File: config.mk
export PLATFORM = sky130hd
export DESIGN_NAME = uart_cmd_packetizer
export DESIGN_NICKNAME = d
export VERILOG_FILES = /design/src/rtl/la_cmd_pkg.sv /design/src/rtl/uart_fifo_strobe.sv /design/src/rtl/uart_cmd_packetizer.sv
export SDC_FILE = /design/constraint.sdc
export NUM_CORES = 1
export LEC_CHECK = 0
export BUFFER_PORTS_ARGS = -buffer_cell sky130_fd_sc_hd__buf_2
export CORE_MARGIN = 1.5
export CORE_UTILIZATION = 61
export CTS_BUF_LIST = sky130_fd_sc_hd__clkbuf_4 sky130_fd_sc_hd__clkbuf_8
export CTS_CLUSTER_SIZE = 30
export DETAILED_ROUTE_END_ITERATION = 10
export GPL_TIMING_DRIVEN = 0
export HOLD_SLACK_MARGIN = 0.08
export PLACE_DENSITY = 0.88
export SLEW_MARGIN = 20
export SYNTH_ARGS = -nofsm -noshare
export SYNTH_HDL_FRONTEND = slang
export SYNTH_HIERARCHICAL = 1
export SYNTH_SLANG_ARGS = --single-unit
File: constraint.sdc
create_clock -name clk -period 10.6 [get_ports clk]
set_input_delay 0.53 -clock clk [delete_from_list [all_inputs] [get_ports clk]]
set_output_delay 0.53 -clock clk [all_outputs]
set_load 0.02 [all_outputs]
File: src/rtl/la_cmd_pkg.sv
// Shared types and constants for the LogicAnalyzer2 host-command engine:
// the packetizer FSM state encoding and the kernel opcode map.
package la_cmd_pkg;

  typedef enum logic [1:0] {
    IDLE     = 2'd0,
    SEND     = 2'd1,
    WAIT_RSP = 2'd2,
    DONE     = 2'd3
  } state_t;

  localparam logic [7:0] OP_START          = 8'h01;
  localparam logic [7:0] OP_ABORT          = 8'h02;
  localparam logic [7:0] OP_WR_TRIG_CFG    = 8'h03;
  localparam logic [7:0] OP_WR_BUFF_CFG    = 8'h04;
  localparam logic [7:0] OP_RD_TRACE_DATA  = 8'h05;
  localparam logic [7:0] OP_RD_TRACE_SIZE  = 8'h06;
  localparam logic [7:0] OP_RD_TRIG_SAMPLE = 8'h07;
  localparam logic [7:0] OP_RESET_LOGCAP   = 8'h09;
  localparam logic [7:0] OP_RD_BUFF_CFG    = 8'h0A;
  localparam logic [7:0] OP_RD_TRIG_CFG    = 8'h0B;

endpackage

File: src/rtl/uart_fifo_strobe.sv
// One-shot strobe for the uart_tx6/uart_rx6 buffer handshakes. A request
// produces a single-cycle registered pulse; the cycle after a pulse is always
// a gap so the FIFO's full/present flag can settle before the next access.
module uart_fifo_strobe
  import la_cmd_pkg::*;
(
  input  logic clk,
  input  logic reset,
  input  logic req,
  output logic fire,
  output logic pulse
);

  logic pulse_reg;

  // A request is honoured only when no pulse is currently on the wire.
  assign fire  = req && !pulse_reg;
  assign pulse = pulse_reg;

  // Register the strobe so the FIFO sees a clean one-cycle pulse.
  always_ff @(posedge clk or posedge reset) begin
    if (reset) pulse_reg <= 1'b0;
    else       pulse_reg <= fire;
  end

endmodule

File: src/rtl/uart_cmd_packetizer.sv
// Host-command engine: serialises opcode + payload into the UART tx buffer
// under backpressure, then gathers a response of programmable length from
// the rx buffer with an inter-byte timeout. Stray rx bytes in IDLE are
// drained and discarded.
module uart_cmd_packetizer
  import la_cmd_pkg::*;
#(
  parameter  int PAYLOAD_BYTES  = 8,
  parameter  int RSP_MAX_BYTES  = 8,
  parameter  int TIMEOUT_CYCLES = 100000,
  localparam int LW = $clog2(((PAYLOAD_BYTES > RSP_MAX_BYTES) ? PAYLOAD_BYTES : RSP_MAX_BYTES) + 1)
) (
  input  logic                       clk,
  input  logic                       reset,
  input  logic                       cmd_valid,
  output logic                       cmd_ready,
  input  logic [7:0]                 cmd_opcode,
  input  logic [PAYLOAD_BYTES*8-1:0] cmd_payload,
  input  logic [LW-1:0]              cmd_len,
  input  logic [LW-1:0]              rsp_len,
  output logic [7:0]                 tx_data,
  output logic                       tx_write,
  input  logic                       tx_full,
  input  logic [7:0]                 rx_data,
  input  logic                       rx_present,
  output logic                       rx_read,
  output logic                       rsp_valid,
  output logic                       rsp_timeout,
  output logic [LW-1:0]              rsp_count,
  output logic [RSP_MAX_BYTES*8-1:0] rsp_data,
  output logic                       stray_drop
);

  // The byte index spans opcode plus payload, so it needs one bit more than LW.
  localparam int              IW      = LW + 1;
  localparam int              NB      = 2 ** IW;
  localparam int              TW      = $clog2(TIMEOUT_CYCLES);
  localparam logic [LW-1:0]   PAY_MAX = LW'(PAYLOAD_BYTES);
  localparam logic [LW-1:0]   RSP_MAX = LW'(RSP_MAX_BYTES);
  localparam logic [TW-1:0]   TO_LAST = TW'(TIMEOUT_CYCLES - 1);

  state_t                     state_reg, state_next;
  logic [7:0]                 opcode_reg;
  logic [PAYLOAD_BYTES*8-1:0] payload_reg;
  logic [LW-1:0]              cmd_len_reg, rsp_len_reg, rsp_count_reg;
  logic [IW-1:0]              idx_reg;
  logic [TW-1:0]              to_cnt_reg;
  logic                       timeout_flag_reg;
  logic [7:0]                 tx_data_reg;
  logic [7:0]                 rsp_bytes_reg [RSP_MAX_BYTES];
  logic [7:0]                 cmd_bytes [NB];

  logic tx_req, tx_fire, tx_pulse;
  logic rx_req, rx_fire, rx_pulse;
  logic accept, all_issued, capture, timeout_hit;

  // Flatten the latched command into a byte table: opcode first, then
  // payload bytes; slots past the payload read as zero.
  generate
    for (genvar gi = 0; gi < NB; gi++) begin : g_cmd_bytes
      if (gi == 0) begin : g_op
        assign cmd_bytes[gi] = opcode_reg;
      end else if (gi <= PAYLOAD_BYTES) begin : g_pl
        assign cmd_bytes[gi] = payload_reg[8*(gi-1) +: 8];
      end else begin : g_pad
        assign cmd_bytes[gi] = 8'h00;
      end
    end
    for (genvar gi = 0; gi < RSP_MAX_BYTES; gi++) begin : g_rsp_pack
      assign rsp_data[8*gi +: 8] = rsp_bytes_reg[gi];
    end
  endgenerate

  assign accept     = (state_reg == IDLE) && cmd_valid;
  assign all_issued = (idx_reg == ({1'b0, cmd_len_reg} + IW'(1)));
  assign capture    = (state_reg == WAIT_RSP) && rx_pulse;
  // Expiry yields to a read being launched or completed this cycle.
  assign timeout_hit = (state_reg == WAIT_RSP) && !rx_pulse && !rx_fire &&
                       (rsp_count_reg != rsp_len_reg) && (to_cnt_reg == TO_LAST);

  uart_fifo_strobe u_tx_strobe (
    .clk   (clk),
    .reset (reset),
    .req   (tx_req),
    .fire  (tx_fire),
    .pulse (tx_pulse)
  );

  uart_fifo_strobe u_rx_strobe (
    .clk   (clk),
    .reset (reset),
    .req   (rx_req),
    .fire  (rx_fire),
    .pulse (rx_pulse)
  );

  assign tx_write  = tx_pulse;
  assign tx_data   = tx_data_reg;
  assign rx_read   = rx_pulse;
  assign rsp_count = rsp_count_reg;

  // State register.
  always_ff @(posedge clk or posedge reset) begin
    if (reset) state_reg <= IDLE;
    else       state_reg <= state_next;
  end

  // Next-state: leave SEND only once the last byte's write pulse is out.
  always_comb begin
    state_next = state_reg;
    case (state_reg)
      IDLE:     if (cmd_valid) state_next = SEND;
      SEND:     if (tx_pulse && all_issued)
                  state_next = (rsp_len_reg == '0) ? DONE : WAIT_RSP;
      WAIT_RSP: if (!rx_pulse && (rsp_count_reg == rsp_len_reg)) state_next = DONE;
                else if (timeout_hit)                            state_next = DONE;
      DONE:     state_next = IDLE;
      default:  state_next = IDLE;
    endcase
  end

  // Outputs and strobe requests per state; IDLE holds off draining on the
  // accept cycle so no read can spill into SEND.
  always_comb begin
    cmd_ready   = 1'b0;
    rsp_valid   = 1'b0;
    rsp_timeout = 1'b0;
    stray_drop  = 1'b0;
    tx_req      = 1'b0;
    rx_req      = 1'b0;
    case (state_reg)
      IDLE: begin
        cmd_ready  = 1'b1;
        rx_req     = rx_present && !cmd_valid;
        stray_drop = rx_pulse;
      end
      SEND:     tx_req = !tx_full && !all_issued;
      WAIT_RSP: rx_req = rx_present && (rsp_count_reg != rsp_len_reg);
      DONE: begin
        rsp_valid   = 1'b1;
        rsp_timeout = timeout_flag_reg;
      end
      default: ;
    endcase
  end

  // Command latch, tx byte sequencing, response count and timeout counter.
  always_ff @(posedge clk or posedge reset) begin
    if (reset) begin
      opcode_reg       <= '0;
      payload_reg      <= '0;
      cmd_len_reg      <= '0;
      rsp_len_reg      <= '0;
      idx_reg          <= '0;
      rsp_count_reg    <= '0;
      timeout_flag_reg <= 1'b0;
      tx_data_reg      <= '0;
      to_cnt_reg       <= '0;
    end else begin
      if (accept) begin
        opcode_reg       <= cmd_opcode;
        payload_reg      <= cmd_payload;
        cmd_len_reg      <= (cmd_len > PAY_MAX) ? PAY_MAX : cmd_len;
        rsp_len_reg      <= (rsp_len > RSP_MAX) ? RSP_MAX : rsp_len;
        idx_reg          <= '0;
        rsp_count_reg    <= '0;
        timeout_flag_reg <= 1'b0;
      end
      if (tx_fire) begin
        tx_data_reg <= cmd_bytes[idx_reg];
        idx_reg     <= idx_reg + IW'(1);
      end
      if (capture)     rsp_count_reg    <= rsp_count_reg + LW'(1);
      if (timeout_hit) timeout_flag_reg <= 1'b1;
      if ((state_reg != WAIT_RSP) || rx_pulse) to_cnt_reg <= '0;
      else                                     to_cnt_reg <= to_cnt_reg + TW'(1);
    end
  end

  // Response byte store: cleared on accept, written at the current count.
  always_ff @(posedge clk or posedge reset) begin
    if (reset) begin
      for (int i = 0; i < RSP_MAX_BYTES; i++) rsp_bytes_reg[i] <= '0;
    end else begin
      for (int i = 0; i < RSP_MAX_BYTES; i++) begin
        if (accept)                                        rsp_bytes_reg[i] <= '0;
        else if (capture && (rsp_count_reg == LW'(i)))     rsp_bytes_reg[i] <= rx_data;
      end
    end
  end

endmodule

==> impl_metrics.json, run 1 <==
{
  "status": "finished, final reports clean",
  "grt_pass1_wl_um": 33930,
  "cts_sinks": 183,
  "die-area_um2": 14340,
  "finalSetupTns_ps": 0,
  "cts_buffer_depth": 2,
  "pin_count": 175,
  "cp-start-kind": "register",
  "nets": 1184,
  "hold_buffers": 1,
  "cp_slowest_cell": "a221oi_2",
  "drcViolationCount": 0,
  "die_w_um": 119.7,
  "synth_top_family_by_area": "simple AND/OR/NAND/NOR gates",
  "first_global_vias": 7057,
  "gp_congestion": 0.8862,
  "grt_max_degree": 96,
  "cp.required_ps": 10950,
  "synthToLayoutAreaGrowth_pct": 18.54,
  "maxCapViolCount": 0,
  "ys.warnings.count": 6,
  "ys_seq_area_share_pct": 55.09,
  "syn_area_um2": 8313,
  "critPathBufInv": 1,
  "yosys.area.top_type": "dfrtp_1",
  "p_leak_nw": 4.989,
  "reg2reg_slack_ps": 7710,
  "yosys_most_used_dff": "dfrtp_1",
  "cts_resized": 0,
  "synthAdderAreaFrac_pct": 1.656,
  "cp-end-kind": "register",
  "htreeDepth": 4,
  "multi_input_area_um2": 3421,
  "drtAntennaViolNets": 0,
  "crit_start": "rsp_count[3]",
  "start_util_pct": 62.53,
  "syn-num-nets": 997,
  "synth-edff-count": 0,
  "slew_headroom_pct": 53.09,
  "netlist_top_cells_area": "dfrtp_1, nand2_1, nand3_1",
  "synthTopCellsByCount": "nand2_1, dfrtp_1, nand3_1, a21oi_1, clkbuf_1",
  "post-dp-hpwl_um": 14950,
  "vias": 7253,
  "place_ws_ps": 7722,
  "cts_tree": "built",
  "synth.top_cell.area_share_pct": 55.09,
  "hp-class": "primary input to register",
  "path_clk_slew_ps": 100,
  "layout_setup_ws_ps": 7714,
  "synth_cell_types": 43,
  "max_slew.worst_pin.slew_ps": 701.9,
  "crit_chain": "clkbuf_1 > xnor2_1 > nand4_1 > and2_1 > o21a_1 > nor2b_4 > nor4bb_1 > and3_1 > nand2_1 > a221oi_2 > mux2_1",
  "diodes": 0,
  "drt_iter0_markers": 664,
  "post-cts-setup-buffer-count": 0,
  "hold_viol": 0,
  "drt-total-wl_um": 20820,
  "yosys.area_share.simple_pct": 24.31,
  "core_area_um2": 13300,
  "wl_per_cell_um": 16.41,
  "worstSkewPairLatency_ps": 470,
  "grt_overflow": 0,
  "synth_compound_gate_area_share_pct": 6.638,
  "max_freq_mhz": 346.5,
  "critical_path_arrival_ps": 3240,
  "synth.avg_cell_area_um2": 9.309,
  "cellPowerDensity_nw_per_um2": 242.0,
  "min-delay-start": "cmd_payload[31]",
  "finalSetupViolCount": 0,
  "max_stage_delay_ps": 360,
  "cts_root_buffer": "clkbuf_8",
  "antenna_found_initial": 0,
  "worstPathMaxFanout": 5,
  "regArea_um2": 4579,
  "synth-seq-cells": 183,
  "crit_family": "simple AND/OR/NAND/NOR gates",
  "synth_xor_area_share_pct": 2.739,
  "rsz0062_at_grt": "false",
  "syn_inst": 893,
  "grtUsageTotal_pct": 30.60,
  "vias_per_cell": 5.716,
  "synth_mux_area_share_pct": 5.810,
  "drive_gt1_share_pct": 22.32,
  "layout_min_cycle_time_ps": 2886,
  "portBuffers": 166,
  "maxSlewViolCount": 0,
  "r2r-start": "rsp_count[3]",
  "std_cell_rows": 42,
  "die_h_um": 119.7,
  "async_flop_share_pct": 100.0,
  "yosysMostFrequentCell": "nand2_1",
  "finalClockSkew_ps": 9.934,
  "criticalPathCategory": "register to register",
  "ir_worst_vdd_mv": 0.1366,
  "dr.pass1.iters": 6,
  "finalCritPeriodShare_pct": 27.23,
  "numCtsBuffers": 17,
  "fillers": 928
}
## metrics by stage
step	power [mW]	instances	hold slack (ps)	utilization, %	cell area (um2)
2_1_floorplan	1.601	893	258.7	-	8313
3_3_place_gp	1.823	1235	382.7	70.43	9364
3_5_place_dp	1.865	1236	429.2	70.69	9399
4_1_cts	2.384	1269	218.1	74.12	9854
5_1_grt	2.533	1269	230.4	74.12	9854
6_report	2.385	1269	239.8	74.12	9854
## cells in the final DEF, fill, tap and decap left out, types with 8 or more instances in the layout
cell and instances:
o21ai_0 11, ha_1 11, nand2_1 323, mux4_2 16, buf_2 177, nor2_1 29
a21oi_1 73, o22ai_1 8, clkbuf_2 8, inv_1 15, xor2_1 11, dfrtp_1 183
nand3_1 77, xnor2_1 15, mux2i_1 10, clkbuf_1 37, clkbuf_8 18
## power breakdown
group | internal (mW) | total [mW] | leakage (nW) | switching (mW)
Combinational | 0.325 | 0.844 | 2.35 | 0.520
Sequential | 0.890 | 1.02 | 2.42 | 0.130
Clock | 0.265 | 0.521 | 0.220 | 0.256
## cell type report
type,instances,share of cell area [%]
flip-flops and latches,183,46.47
multi-input cells,634,34.71
repair buffers,168,8.812
plain buffers,60,2.565
clock buffers,18,2.514
well taps,176,2.235
clock inverters,14,2.006
inverters,16,0.6856
## worst register-to-register path: stages (launching register included)
cell      delay [ps]
dfrtp_1          350
clkbuf_1         270
xnor2_1          160
nand4_1          160
and2_1           220
o21a_1           180
nor2b_4          120
nor4bb_1         270
and3_1           230
nand2_1          100
a221oi_2         360
mux2_1           360
## metal layers
layer	vias to the layer above	part of all wire (%)	global-route usage (%)
met5	-	0	0
met4	0	4.1	16.96
met3	64	8.0	6.179
met2	390	48	48.71
met1	3464	40	39.70
li1	3335	-	-
## logic make-up (layout without fill, tap and decap cells)
group,Yosys count,in the layout
AND/OR/NAND/NOR,469,469
AO/OA/AOI/OAI,100,100
flip-flops,183,183
XOR/XNOR,26,26
multiplexers,28,28
adder cells (fa/ha/maj),11,11
buffers and inverters,76,276
## path summary, 6_finish.rpt
| check | endpoint | cells after the start |
|---|---|---|
| setup / recovery | state_reg[0] | 11 |
| hold / removal | payload_reg[31] | 3 |
| setup reg to reg | state_reg[0] | 11 |
| hold reg to reg | to_cnt_reg[0] | 1 |
| max in group asynchronous | cmd_len_reg[3] | 4 |
| min in group asynchronous | u_rx_strobe/pulse | 3 |
Note: power is estimated with default switching activity, not from simulation.
==> run 2: changes to the inputs <==
--- a/config.mk
+++ b/config.mk
@@ -5,15 +5,16 @@
 export SDC_FILE = /design/constraint.sdc
 export NUM_CORES = 1
 export LEC_CHECK = 0
+export ABC_AREA = 1
 export BUFFER_PORTS_ARGS = -buffer_cell sky130_fd_sc_hd__buf_2
 export CORE_MARGIN = 1.5
-export CORE_UTILIZATION = 61
+export CORE_UTILIZATION = 51
 export CTS_BUF_LIST = sky130_fd_sc_hd__clkbuf_4 sky130_fd_sc_hd__clkbuf_8
 export CTS_CLUSTER_SIZE = 30
 export DETAILED_ROUTE_END_ITERATION = 10
 export GPL_TIMING_DRIVEN = 0
 export HOLD_SLACK_MARGIN = 0.08
-export PLACE_DENSITY = 0.88
+export PLACE_DENSITY = 0.78
 export SLEW_MARGIN = 20
 export SYNTH_ARGS = -nofsm -noshare
 export SYNTH_HDL_FRONTEND = slang
==> constraint.sdc (replaced) <==
create_clock -name clk -period 2.5 [get_ports clk]
set_input_delay 0.125 -clock clk [delete_from_list [all_inputs] [get_ports clk]]
set_output_delay 0.125 -clock clk [all_outputs]
set_load 0.02 [all_outputs]
==> run 2 against run 1 <==
Setup slack got worse by 7500 ps; hold slack got worse by 100 ps; synthesized cell count rose by 2.5%; critical endpoint is now cmd_len_reg[0].
==> impl_metrics.json, run 2 <==
{
  "syn_inst": 915,
  "ir_worst_vdd_mv": 0.8229,
  "cts_root_buffer": "clkbuf_8",
  "maxSlewViolCount": 0,
  "hp-class": "primary input to async pin",
  "syn-num-nets": 1019,
  "slew_headroom_pct": 52.17,
  "vias": 7446,
  "multi_input_area_um2": 3314,
  "ys_seq_area_share_pct": 54.82,
  "die-area_um2": 17160,
  "max_freq_mhz": 429.5,
  "layout_min_cycle_time_ps": 2328,
  "vias_per_cell": 5.189,
  "fillers": 1228,
  "cts_buffer_depth": 2,
  "std_cell_rows": 46,
  "regArea_um2": 4586,
  "grt_pass1_wl_um": 36540,
  "drcViolationCount": 0,
  "pin_count": 175,
  "cts_sinks": 183,
  "htreeDepth": 4,
  "yosysMostFrequentCell": "nand2_1",
  "finalSetupViolCount": 0,
  "diodes": 0,
  "die_h_um": 131.0,
  "hold_viol": 0,
  "start_util_pct": 52.39,
  "nets": 1310,
  "max_slew.worst_pin.slew_ps": 717.4,
  "synthToLayoutAreaGrowth_pct": 30.98,
  "cts_tree": "built",
  "cp-start-kind": "register",
  "synth-edff-count": 0,
  "numCtsBuffers": 17,
  "status": "finished, final reports clean",
  "antenna_found_initial": 0,
  "die_w_um": 131.0,
  "worstPathMaxFanout": 10,
  "worstSkewPairLatency_ps": 480,
  "synth_cell_types": 36,
  "critical_path_arrival_ps": 2730,
  "wl_per_cell_um": 16.36,
  "drt-total-wl_um": 23480,
  "async_flop_share_pct": 100.0,
  "cellPowerDensity_nw_per_um2": 1115,
  "syn_area_um2": 8353,
  "ys.warnings.count": 6,
  "p_leak_nw": 5.572,
  "first_global_vias": 7519,
  "synthTopCellsByCount": "nand2_1, dfrtp_1, inv_1, o21ai_0, mux2_2",
  "path_clk_slew_ps": 110,
  "drtAntennaViolNets": 0,
  "drt_iter0_markers": 438,
  "synth-seq-cells": 183,
  "dr.pass1.iters": 4,
  "placed_cells": 1311,
  "maxCapViolCount": 0,
  "portBuffers": 174,
  "grt_overflow": 0,
  "grtUsageTotal_pct": 28.14,
  "yosys_most_used_dff": "dfrtp_1",
  "drive_gt1_share_pct": 26.66,
  "final_cell_mix": "nand2_1, buf_2, dfrtp_1",
  "yosys.area.top_type": "dfrtp_1",
  "finalClockSkew_ps": 14.38,
  "grt_max_degree": 35,
  "post-dp-hpwl_um": 15710,
  "rsz0062_at_grt": "false",
  "gp_congestion": 0.8684,
  "cp-end-kind": "register",
  "synth.avg_cell_area_um2": 9.129,
  "synth.top_cell.area_share_pct": 54.82,
  "criticalPathCategory": "register to register",
  "core_area_um2": 15940,
  "netlist_top_cells_area": "dfrtp_1, nand2_1, mux2_2",
  "finalCritPeriodShare_pct": 93.14,
  "layout_commonest_cell": "nand2_1",
  "finalSetupTns_ps": 0,
  "fin_cells": 1435,
  "cp.required_ps": 2900
}
run 2: cell count changes after synthesis, moves of 13 or more:
cell      previous run  this run
nor2_1              29        53
o211ai_1             1        22
a21oi_1             73        24
mux4_2              16         0
xnor2_1             15         0
mux2_2               0        54
inv_1               16        77
clkbuf_1            37         6
o21ai_0             11        60
nand3_1             77        29
nand2_1            323       310
run 2: kinds of logic after synthesis:
logic type | count (synthesis) | synth area share (%)
simple gates | 427 | 21.38
flops | 183 | 54.82
buf+inv | 114 | 5.587
compound gates | 113 | 7.624
mux | 64 | 8.628
fa+ha+maj | 11 | 1.648
xor+xnor | 3 | 0.3146
run 2: routing by layer:
layer,up-vias,global-route usage [%],wire [um]
li1,3520,-,-
met3,77,6.433,1383
met4,0,14.80,1010
met2,255,46.94,11320
met1,3594,34.19,9758
met5,-,0,0
run 2: worst max-delay path, stage by stage (launching register included):
cell,delay (ps)
dfrtp_2,460
inv_1,110
ha_1,280
nand2_2,150
buf_2,250
nor2_1,300
nand2_1,80
dlygate4sd3_1,560
o21ai_0,70
run 2: final cells by class:
class / count / share of cell area [%]
Multi-Input combinational cell: 618 / 30.30
Timing Repair Buffer: 272 / 17.45
Tap cell: 216 / 2.470
Inverter: 82 / 2.848
Buffer: 32 / 1.464
Sequential cell: 183 / 41.91
Clock buffer: 17 / 2.139
Clock inverter: 15 / 1.418
run 2: worst paths after layout:
check | start | to | slack [ps] | cells after the start
worst max-delay path | state_reg[0] | cmd_len_reg[0] | 170 | 8
worst min-delay path | reset | to_cnt_reg[14] | 140 | 3
worst max register to register | state_reg[0] | cmd_len_reg[0] | 170 | 8
worst min register to register | payload_reg[13] | payload_reg[13] | 490 | 2
max in group asynchronous | reset | rsp_data[61] | 1480 | 6
min in group clk | rx_data[6] | rsp_data[22] | 210 | 4
run 2: stage by stage:
step	total power, mW	cell area [um2]	hold WS (ps)	util (%)	setup slack (ps)
after floorplan	8.312	8357	-146.3	-	52.43
after global placement	9.875	9498	16.41	59.57	-1074
after CTS	12.18	10920	114.1	68.48	165.3
final	12.20	10940	138.0	68.62	171.6
after detailed placement	10.07	9618	18.66	60.33	195.8
after global routing	13.05	10940	133.8	68.62	5.134
run 2: repair_timing:
item	4_1_cts	5_1_grt
endpoints found under the setup margin	0	11
hold buffers	91	0
endpoints found under the hold margin	156	0
buffers inserted	0	1
gates resized for setup	0	9
run 2: report_power, final:
part	internal (mW)	switching (mW)	total (mW)	leakage, nW
Combinational	2.01	3.34	5.34	3.08
Clock	0.753	1.23	1.99	0.197
Sequential	4.21	0.668	4.88	2.29
Total	6.97	5.24	12.2	5.57
